**config.mk**
```make
export PLATFORM = sky130hd
export DESIGN_NAME = shift_pipe_unit_flat
export DESIGN_NICKNAME = d
export VERILOG_FILES = /design/src/rtl/shift_pipe_unit_if.sv /design/src/rtl/shift_pipe_unit.sv /design/src/flat_wrapper.sv
export SDC_FILE = /design/constraint.sdc
export NUM_CORES = 1
export LEC_CHECK = 0
export CAP_MARGIN = 20
export CELL_PAD_IN_SITES_DETAIL_PLACEMENT = 0
export CELL_PAD_IN_SITES_GLOBAL_PLACEMENT = 1
export CORE_UTILIZATION = 42
export DETAILED_ROUTE_END_ITERATION = 8
export GPL_TIMING_DRIVEN = 0
export PLACE_DENSITY = 0.9
export SLEW_MARGIN = 15
export SYNTH_ARGS = -nofsm -noshare
export SYNTH_HDL_FRONTEND = slang
export SYNTH_SLANG_ARGS = --single-unit
export TNS_END_PERCENT = 20
```
**constraint.sdc**
```tcl
create_clock -name clk -period 1.7 [get_ports clk]
set_input_delay 0.34 -clock clk [delete_from_list [all_inputs] [get_ports clk]]
set_output_delay 0.34 -clock clk [all_outputs]
set_load 0.03 [all_outputs]
```
**src/rtl/shift_pipe_unit_if.sv**
```systemverilog
// Request/response bundle for shift_pipe_unit: issue-side handshake, flush,
// and the registered result handshake toward writeback/forwarding.
interface shift_pipe_unit_if #(
    parameter int unsigned OPERAND_WIDTH = 16,
    parameter int unsigned SHAMT_WIDTH   = 4
);
    logic                     in_valid;
    logic                     in_ready;
    logic [OPERAND_WIDTH-1:0] in_data;
    logic [SHAMT_WIDTH-1:0]   in_shamt;
    logic [2:0]               in_op;
    logic                     flush;
    logic                     out_valid;
    logic                     out_ready;
    logic [OPERAND_WIDTH-1:0] out_data;
    logic                     out_err;

    modport master (
        output in_valid, in_data, in_shamt, in_op, flush, out_ready,
        input  in_ready, out_valid, out_data, out_err
    );

    modport slave (
        input  in_valid, in_data, in_shamt, in_op, flush, out_ready,
        output in_ready, out_valid, out_data, out_err
    );
endinterface

```
**src/rtl/shift_pipe_unit.sv**
```systemverilog
// Two-stage pipelined 16-bit shift/rotate unit: stage A shifts by amount[1:0],
// stage B by amount[3:2]*4. Define SHIFT_PIPE_ROTATE_EN to make ROL/ROR legal.
module shift_pipe_unit #(
    parameter int unsigned OPERAND_WIDTH = 16,
    parameter int unsigned SHAMT_WIDTH   = 4
) (
    input  logic               clk,
    input  logic               rst,
    shift_pipe_unit_if.slave   bus
);

    localparam int unsigned W  = OPERAND_WIDTH;
    localparam int unsigned SW = SHAMT_WIDTH;

    localparam logic [2:0] OP_SLL = 3'b000;
    localparam logic [2:0] OP_SRL = 3'b001;
    localparam logic [2:0] OP_SRA = 3'b010;
    localparam logic [2:0] OP_ROL = 3'b011;
    localparam logic [2:0] OP_ROR = 3'b100;

    function automatic logic op_legal(input logic [2:0] op);
        case (op)
            OP_SLL, OP_SRL, OP_SRA: op_legal = 1'b1;
`ifdef SHIFT_PIPE_ROTATE_EN
            OP_ROL, OP_ROR:         op_legal = 1'b1;
`endif
            default:                op_legal = 1'b0;
        endcase
    endfunction

    // Illegal ops fall through to the default arm and pass the value unchanged.
    function automatic logic [W-1:0] shift_by(input logic [W-1:0]  v,
                                              input logic [SW-1:0] amt,
                                              input logic [2:0]    op);
`ifdef SHIFT_PIPE_ROTATE_EN
        logic [2*W-1:0] dbl;
        dbl = {v, v};
`endif
        case (op)
            OP_SLL:  shift_by = v << amt;
            OP_SRL:  shift_by = v >> amt;
            OP_SRA:  shift_by = W'($signed(v) >>> amt);
`ifdef SHIFT_PIPE_ROTATE_EN
            OP_ROL: begin
                dbl      = dbl << amt;
                shift_by = dbl[2*W-1:W];
            end
            OP_ROR: begin
                dbl      = dbl >> amt;
                shift_by = dbl[W-1:0];
            end
`endif
            default: shift_by = v;
        endcase
    endfunction

    logic          a_valid_q, a_valid_d;
    logic [W-1:0]  a_part_q,  a_part_d;
    logic [1:0]    a_shamt_hi_q, a_shamt_hi_d;
    logic [2:0]    a_op_q,    a_op_d;
    logic          a_err_q,   a_err_d;
    logic          b_valid_q, b_valid_d;
    logic [W-1:0]  b_data_q,  b_data_d;
    logic          b_err_q,   b_err_d;

    logic          b_free;
    logic          a_open;
    logic          accept;
    logic          advance;

    assign b_free  = !b_valid_q || bus.out_ready;
    assign a_open  = !a_valid_q || b_free;
    assign accept  = bus.in_valid && bus.in_ready;
    assign advance = a_valid_q && b_free;

    assign bus.in_ready  = a_open && !bus.flush;
    assign bus.out_valid = b_valid_q;
    assign bus.out_data  = b_data_q;
    assign bus.out_err   = b_err_q;

    // Next-state for both stages; data registers only load on accept/advance.
    always_comb begin
        a_valid_d    = a_valid_q;
        a_part_d     = a_part_q;
        a_shamt_hi_d = a_shamt_hi_q;
        a_op_d       = a_op_q;
        a_err_d      = a_err_q;
        b_valid_d    = b_valid_q;
        b_data_d     = b_data_q;
        b_err_d      = b_err_q;

        if (a_open) begin
            a_valid_d = accept;
        end
        if (accept) begin
            a_part_d     = shift_by(bus.in_data, SW'(bus.in_shamt[1:0]), bus.in_op);
            a_shamt_hi_d = bus.in_shamt[3:2];
            a_op_d       = bus.in_op;
            a_err_d      = !op_legal(bus.in_op);
        end

        if (b_free) begin
            b_valid_d = a_valid_q;
        end
        if (advance) begin
            b_data_d = shift_by(a_part_q, SW'({a_shamt_hi_q, 2'b00}), a_op_q);
            b_err_d  = a_err_q;
        end

        if (bus.flush) begin
            a_valid_d = 1'b0;
            b_valid_d = 1'b0;
        end
    end

    always_ff @(posedge clk or posedge rst) begin
        if (rst) begin
            a_valid_q    <= 1'b0;
            a_part_q     <= '0;
            a_shamt_hi_q <= '0;
            a_op_q       <= '0;
            a_err_q      <= 1'b0;
            b_valid_q    <= 1'b0;
            b_data_q     <= '0;
            b_err_q      <= 1'b0;
        end else begin
            a_valid_q    <= a_valid_d;
            a_part_q     <= a_part_d;
            a_shamt_hi_q <= a_shamt_hi_d;
            a_op_q       <= a_op_d;
            a_err_q      <= a_err_d;
            b_valid_q    <= b_valid_d;
            b_data_q     <= b_data_d;
            b_err_q      <= b_err_d;
        end
    end

endmodule

```
**src/flat_wrapper.sv**
```systemverilog
// flat-port wrapper written by rule: the top's interface ports become plain ports
module shift_pipe_unit_flat 
#(
    parameter int unsigned OPERAND_WIDTH = 16,
    parameter int unsigned SHAMT_WIDTH   = 4
)
  (clk, rst, bus_in_valid, bus_in_data, bus_in_shamt, bus_in_op, bus_flush, bus_out_ready, bus_in_ready, bus_out_valid, bus_out_data, bus_out_err);
  shift_pipe_unit_if #(.OPERAND_WIDTH(OPERAND_WIDTH), .SHAMT_WIDTH(SHAMT_WIDTH)) bus_i ();
  input  logic clk;
  input  logic rst;
  input wire logic [$bits(bus_i.in_valid)-1:0] bus_in_valid;
  input wire logic [$bits(bus_i.in_data)-1:0] bus_in_data;
  input wire logic [$bits(bus_i.in_shamt)-1:0] bus_in_shamt;
  input wire logic [$bits(bus_i.in_op)-1:0] bus_in_op;
  input wire logic [$bits(bus_i.flush)-1:0] bus_flush;
  input wire logic [$bits(bus_i.out_ready)-1:0] bus_out_ready;
  output wire logic [$bits(bus_i.in_ready)-1:0] bus_in_ready;
  output wire logic [$bits(bus_i.out_valid)-1:0] bus_out_valid;
  output wire logic [$bits(bus_i.out_data)-1:0] bus_out_data;
  output wire logic [$bits(bus_i.out_err)-1:0] bus_out_err;
  assign bus_i.in_valid = bus_in_valid;
  assign bus_i.in_data = bus_in_data;
  assign bus_i.in_shamt = bus_in_shamt;
  assign bus_i.in_op = bus_in_op;
  assign bus_i.flush = bus_flush;
  assign bus_i.out_ready = bus_out_ready;
  assign bus_in_ready = bus_i.in_ready;
  assign bus_out_valid = bus_i.out_valid;
  assign bus_out_data = bus_i.out_data;
  assign bus_out_err = bus_i.out_err;
  shift_pipe_unit #(.OPERAND_WIDTH(OPERAND_WIDTH), .SHAMT_WIDTH(SHAMT_WIDTH)) u_core (.clk(clk), .rst(rst), .bus(bus_i));
endmodule
```
Yosys cells after proc, flatten, opt, wreduce, memory -nomap -nowiden
Cells that the tools add are included.
{"block": "word_totals", "inputBits": 28, "wordCells": 40, "regBits": 41}
{"block": "op_classes", "n_reduce_logical": 14, "n_shift": 6, "n_eq_ne": 4, "muxes": 8}
{"cell": "$pmux W16 S3", "n": 2}
{"cell": "$shl A16 B2 Y16", "n": 1}
{"cell": "$shl A16 B4 Y16", "n": 1}
{"cell": "$shr A16 B2 Y16", "n": 1}
{"cell": "$shr A16 B4 Y16", "n": 1}
{"cell": "$sshr A16 B2 Y16", "n": 1}
{"cell": "$sshr A16 B4 Y16", "n": 1}
{"cell": "$eq A3 B1 Y1 const B", "n": 2}
{"cell": "$eq A3 B2 Y1 const B", "n": 2}
{"cell": "$logic_not A3 Y1", "n": 2}
{"cell": "$mux W1", "n": 6}
{"cell": "$logic_not A1 Y1", "n": 4}
{"cell": "$reduce_bool A2 Y1", "n": 2}
{"cell": "$logic_and A1 B1 Y1", "n": 3}
{"cell": "$reduce_or A3 Y1", "n": 1}
{"cell": "$logic_or A1 B1 Y1", "n": 2}

Depth between registers and ports, before layout
{"block": "logic_depth", "ltp_word": 7, "mapped_depth": 7, "depth_no_buf": 5}

Worst setup path after synthesis
No wires, ideal clock.
{"block": "synth_path", "path_kind": "in2reg", "from": "in bus_in_shamt[0]", "to": "reg u_core.a_part_q[1]", "setup_ps": 136, "slack_ps": 109, "arrival_time_ps": 1454, "stages": 4, "path_buffers": 1, "t_required_ps": 1564, "path_cell_list": "buf_2 > mux4_2 > a221oi_1 > o21ai_0"}
{"block": "synth_between", "elab_chain_len": 2, "word_cells_on_any_way": 4}
{"item": "start: declaration", "line": "flat_wrapper.sv:13", "rtl": "input wire logic [$bits(bus_i.in_shamt)-1:0] bus_in_shamt;"}
{"item": "$sshr A16 B2 Y16, or another cell as far along", "line": "shift_pipe_unit.sv:42", "rtl": "OP_SRA: shift_by = W'($signed(v) >>> amt);"}
{"item": "$pmux W16 S3 (*)", "line": "shift_pipe_unit.sv:39", "rtl": "case (op)"}
{"item": "end signal: assignment", "line": "shift_pipe_unit.sv:128", "rtl": "a_part_q <= a_part_d;"}
{"item": "end: declaration", "line": "shift_pipe_unit.sv:58", "rtl": "logic [W-1:0] a_part_q, a_part_d;"}
Mark *: on every way between the ends. The rest lies on a longest branch, timed or not.
A chain may end at the register's enable or synchronous reset.

Final worst setup path
{"block": "layout_path", "from": "reg u_core.b_err_q (netlist: u_core.bus.out_err)", "to": "out bus_out_err"}
{"item": "start: declaration", "line": "shift_pipe_unit.sv:64", "rtl": "logic b_err_q, b_err_d;"}
{"item": "start signal: assignment", "line": "shift_pipe_unit.sv:134", "rtl": "b_err_q <= b_err_d;"}
{"item": "end: declaration", "line": "flat_wrapper.sv:20", "rtl": "output wire logic [$bits(bus_i.out_err)-1:0] bus_out_err;"}
No word-level cell between the ends.

==> flow_summary.toml <==
[critical_path]
critPathArrivalTime_ns = 1.35
r2r_start = "u_core.a_shamt_hi_q[0]"
worstSetupStartpointType = "flip-flop"
r2r_cells = 7
critical_path.top_delay_family = "buffers and inverters"
slowest_delay_ns = 0.68
crit_required_ns = 1.36
crit_start = "u_core.bus.out_err"
crit_fanout = 2
cp_cell_sequence = "clkdlybuf4s50_1"
cp.depth = 1
worstSetupPathType = "flip-flop to output pin"
endpoint_kind = "output pin"
cpMaxStageDelayCell = "clkdlybuf4s50_1"
critPathBufInv = 1

[die]
dieArea_mm2 = 0.00843
rows = 32
fp.coreArea_mm2 = 0.00777
die_w_um = 91.8
io_pins = 47
die_h_um = 91.8
start_util = 0.436

[power_and_ir_drop]
combPwrFrac = 0.451
ir_drop_uv = 398
p_clk_frac = 0.205
switching_power_uw = 1590
p_leak_uw = 0.00181
p_per_area_mw_per_mm2 = 925
seqPwrFrac = 0.345
netSwitchingFraction = 0.402
p_int_uw = 2370

[synthesis]
synth_top_cell_area_share = 0.303
synth-seq-cells = 41
synth_cells = 391
synthArstFlopShare = 1.00
synth_most_common_cell = "nand2_1"
synth_compound_gate_area_share = 0.247
ys_types = 51
synth_largest_area_cell = "dfrtp_1"
synth_area_leaders = "dfrtp_1 (30%), mux4_2 (14%), nand2_1 (6.1%), a21oi_1 (5.3%), mux2i_1 (4.4%)"
synth_adder_area_share = 0
syn_area_per_cell_um2 = 8.67
syn_nets = 419
synth_top_family_by_area = "compound AO/OA/AOI/OAI gates"
yosys-top-cells-count = "nand2_1 (55), dfrtp_1 (41), nor2_1 (39)"
yosysSeqAreaShare = 0.303
synth_mux_area_frac = 0.187
synth_ff_type = "dfrtp_1"
yosys_warnings = 0
synth-simple-area-share = 0.193
synth-xor-area-share = 0.00738
synth_edf_count = 0
syn-cell-area_mm2 = 0.00339

[clocking]
cts_tree = "done"
cts_sinks = 41
clk-insertion-delay-late_ns = 0.30
ctsHoldBuffers = 0
clockBufferDepth = 2
h-tree-depth = 2
clk_pin_slew_ns = 0.08
root_buffer = "clkbuf_8"
cts_made_buffers = 5

[sta]
relSlewSlack = 0.666
fmax_ghz = 0.591
setup_violations = 0
hold_viol = 0
worst_slew_pin_slew_ns = 0.501
finalCritPeriodShare = 0.996
layout_min_cycle_time_ns = 1.69
fin_worst_skew_ns = 0.00625
rsz0062_at_grt = "true"
hold_slack_ns = 0.296
slew_viol_final = 0

[grt]
grt_pass1_vias = 3299
grtUsageTotal = 0.247
grt_max_degree = 25
gr-total-overflow = 0
antenna_found_initial = 0
grt_pass1_wl_um = 16600

[hold_path]
hp-start = "bus_in_op[2]"
min_path_type = "input pin to flip-flop"
min_path_cells = 3

[route]
drt_iter0_markers = 215
routed_wl_um = 9960
wl_per_cell_um = 18.2
drc = 0
dr.pass1.iters = 7
postRouteAntennaNets = 0
vias = 3322
vias_per_cell = 6.07

[placed_design]
hpwl_um = 7390
dp_cells = 536
io_buffers = 42
place_congestion = 0.914

[finish]
instances_no_fill = 547
final_nets = 472
diodes = 0
drive_above_1_share = 0.193
area_delta_synth_final_pct = 26.5

[flow_run]
cap_viol_max_count = 0

[status]
status = "completed"
final timing paths:
kind | slack, ns | end
setup / recovery | 0.008 | bus_out_err
setup reg to reg | 0.04 | u_core.bus.out_data[14]
max in group asynchronous | 0.88 | u_core.a_op_q[0]
hold reg to reg | 0.48 | u_core.bus.out_data[3]
min in group asynchronous | 0.36 | u_core.bus.out_data[12]
hold / removal | 0.30 | u_core.a_op_q[2]
area by class of cell:
type                            count  area [µm²]
Sequential cell                    41        1030
Clock buffer                        6        72.6
Timing Repair Buffer               46         503
Fill cell                         734        3480
Multi-Input combinational cell    306        2280
Inverter                           11        41.3
Tap cell                          102         128
Buffer                             33         201
Clock inverter                      2        38.8
sequential cells by signal, indices dropped and copies added, names as in the netlist:
register,count
u_core.a_part_q,16
u_core.bus.out_valid,1
u_core.bus.out_err,1
u_core.a_shamt_hi_q,2
u_core.a_err_q,1
u_core.bus.out_data,16
u_core.a_valid_q,1
u_core.a_op_q,3
power by group through the flow:
stage          logic, µW  clock network (µW)  registers, µW
5_1_grt             1940                 847           1390
3_5_place_dp        1660                   0           1370
4_1_cts             1690                 815           1360
6_report            1790                 811           1370
2_1_floorplan        898                   0           1540
3_3_place_gp        1640                   0           1360
layout by cell type, fill, tap and decap left out, types with 5 or more instances in the layout:
cell,synthesis,final
nor2_1,39,36
inv_1,11,10
nor2b_1,8,7
o21ai_1,11,13
clkbuf_1,13,7
nand2b_1,7,7
nand3_1,9,9
mux2i_1,15,14
clkbuf_4,0,5
a222oi_1,9,9
clkbuf_8,0,5
buf_4,3,8
a21oi_1,36,35
clkbuf_2,0,5
buf_2,13,10
a31oi_1,6,6
mux4_2,21,21
clkdlybuf4s50_1,0,23
o21ai_0,24,22
dlymetal6s2s_1,0,16
nand2_1,55,54
dfrtp_1,41,40
cell families (layout without fill, tap and decap cells):
family                    Yosys count  count (layout)
AOI/OAI and AO/OA                 128             128
xor gates and xnor gates            2               2
buffers and inverters              44              98
DFF                                41              41
muxes                              37              37
and+or+nand+nor                   139             139
metal layers:
| metal | wire length, µm | vias to the layer above | global-route usage |
|---|---|---|---|
| li1 | - | 1581 | - |
| met1 | 4250 | 1600 | 0.318 |
| met2 | 4950 | 124 | 0.441 |
| met3 | 509 | 17 | 0.0274 |
| met4 | 242 | 0 | 0.0664 |
| met5 | 0 | - | 0 |
stage by stage:
stage	setup slack, ns	area (µm²)	utilization	TNS [ns]	power (µW)
floorplan	0.109	3390	-	0	2430
global placement	-0.532	3940	0.507	-30.68	3010
detailed placement	-0.539	3970	0.510	-12.95	3040
CTS	0.000274	4120	0.530	0	3870
global route	-0.0443	4290	0.552	-0.0625	4180
finish	0.00753	4290	0.552	0	3970
repair_timing:
| item | 4_1_cts | 5_1_grt |
|---|---|---|
| setup buffers | 1 | 2 |
| endpoints found under the hold margin | 0 | 0 |
| pin swaps | 2 | 4 |
| resized for setup | 21 | 55 |
| setup endpoints to repair | 29 | 36 |
Note: power is estimated with default switching activity, not from simulation.
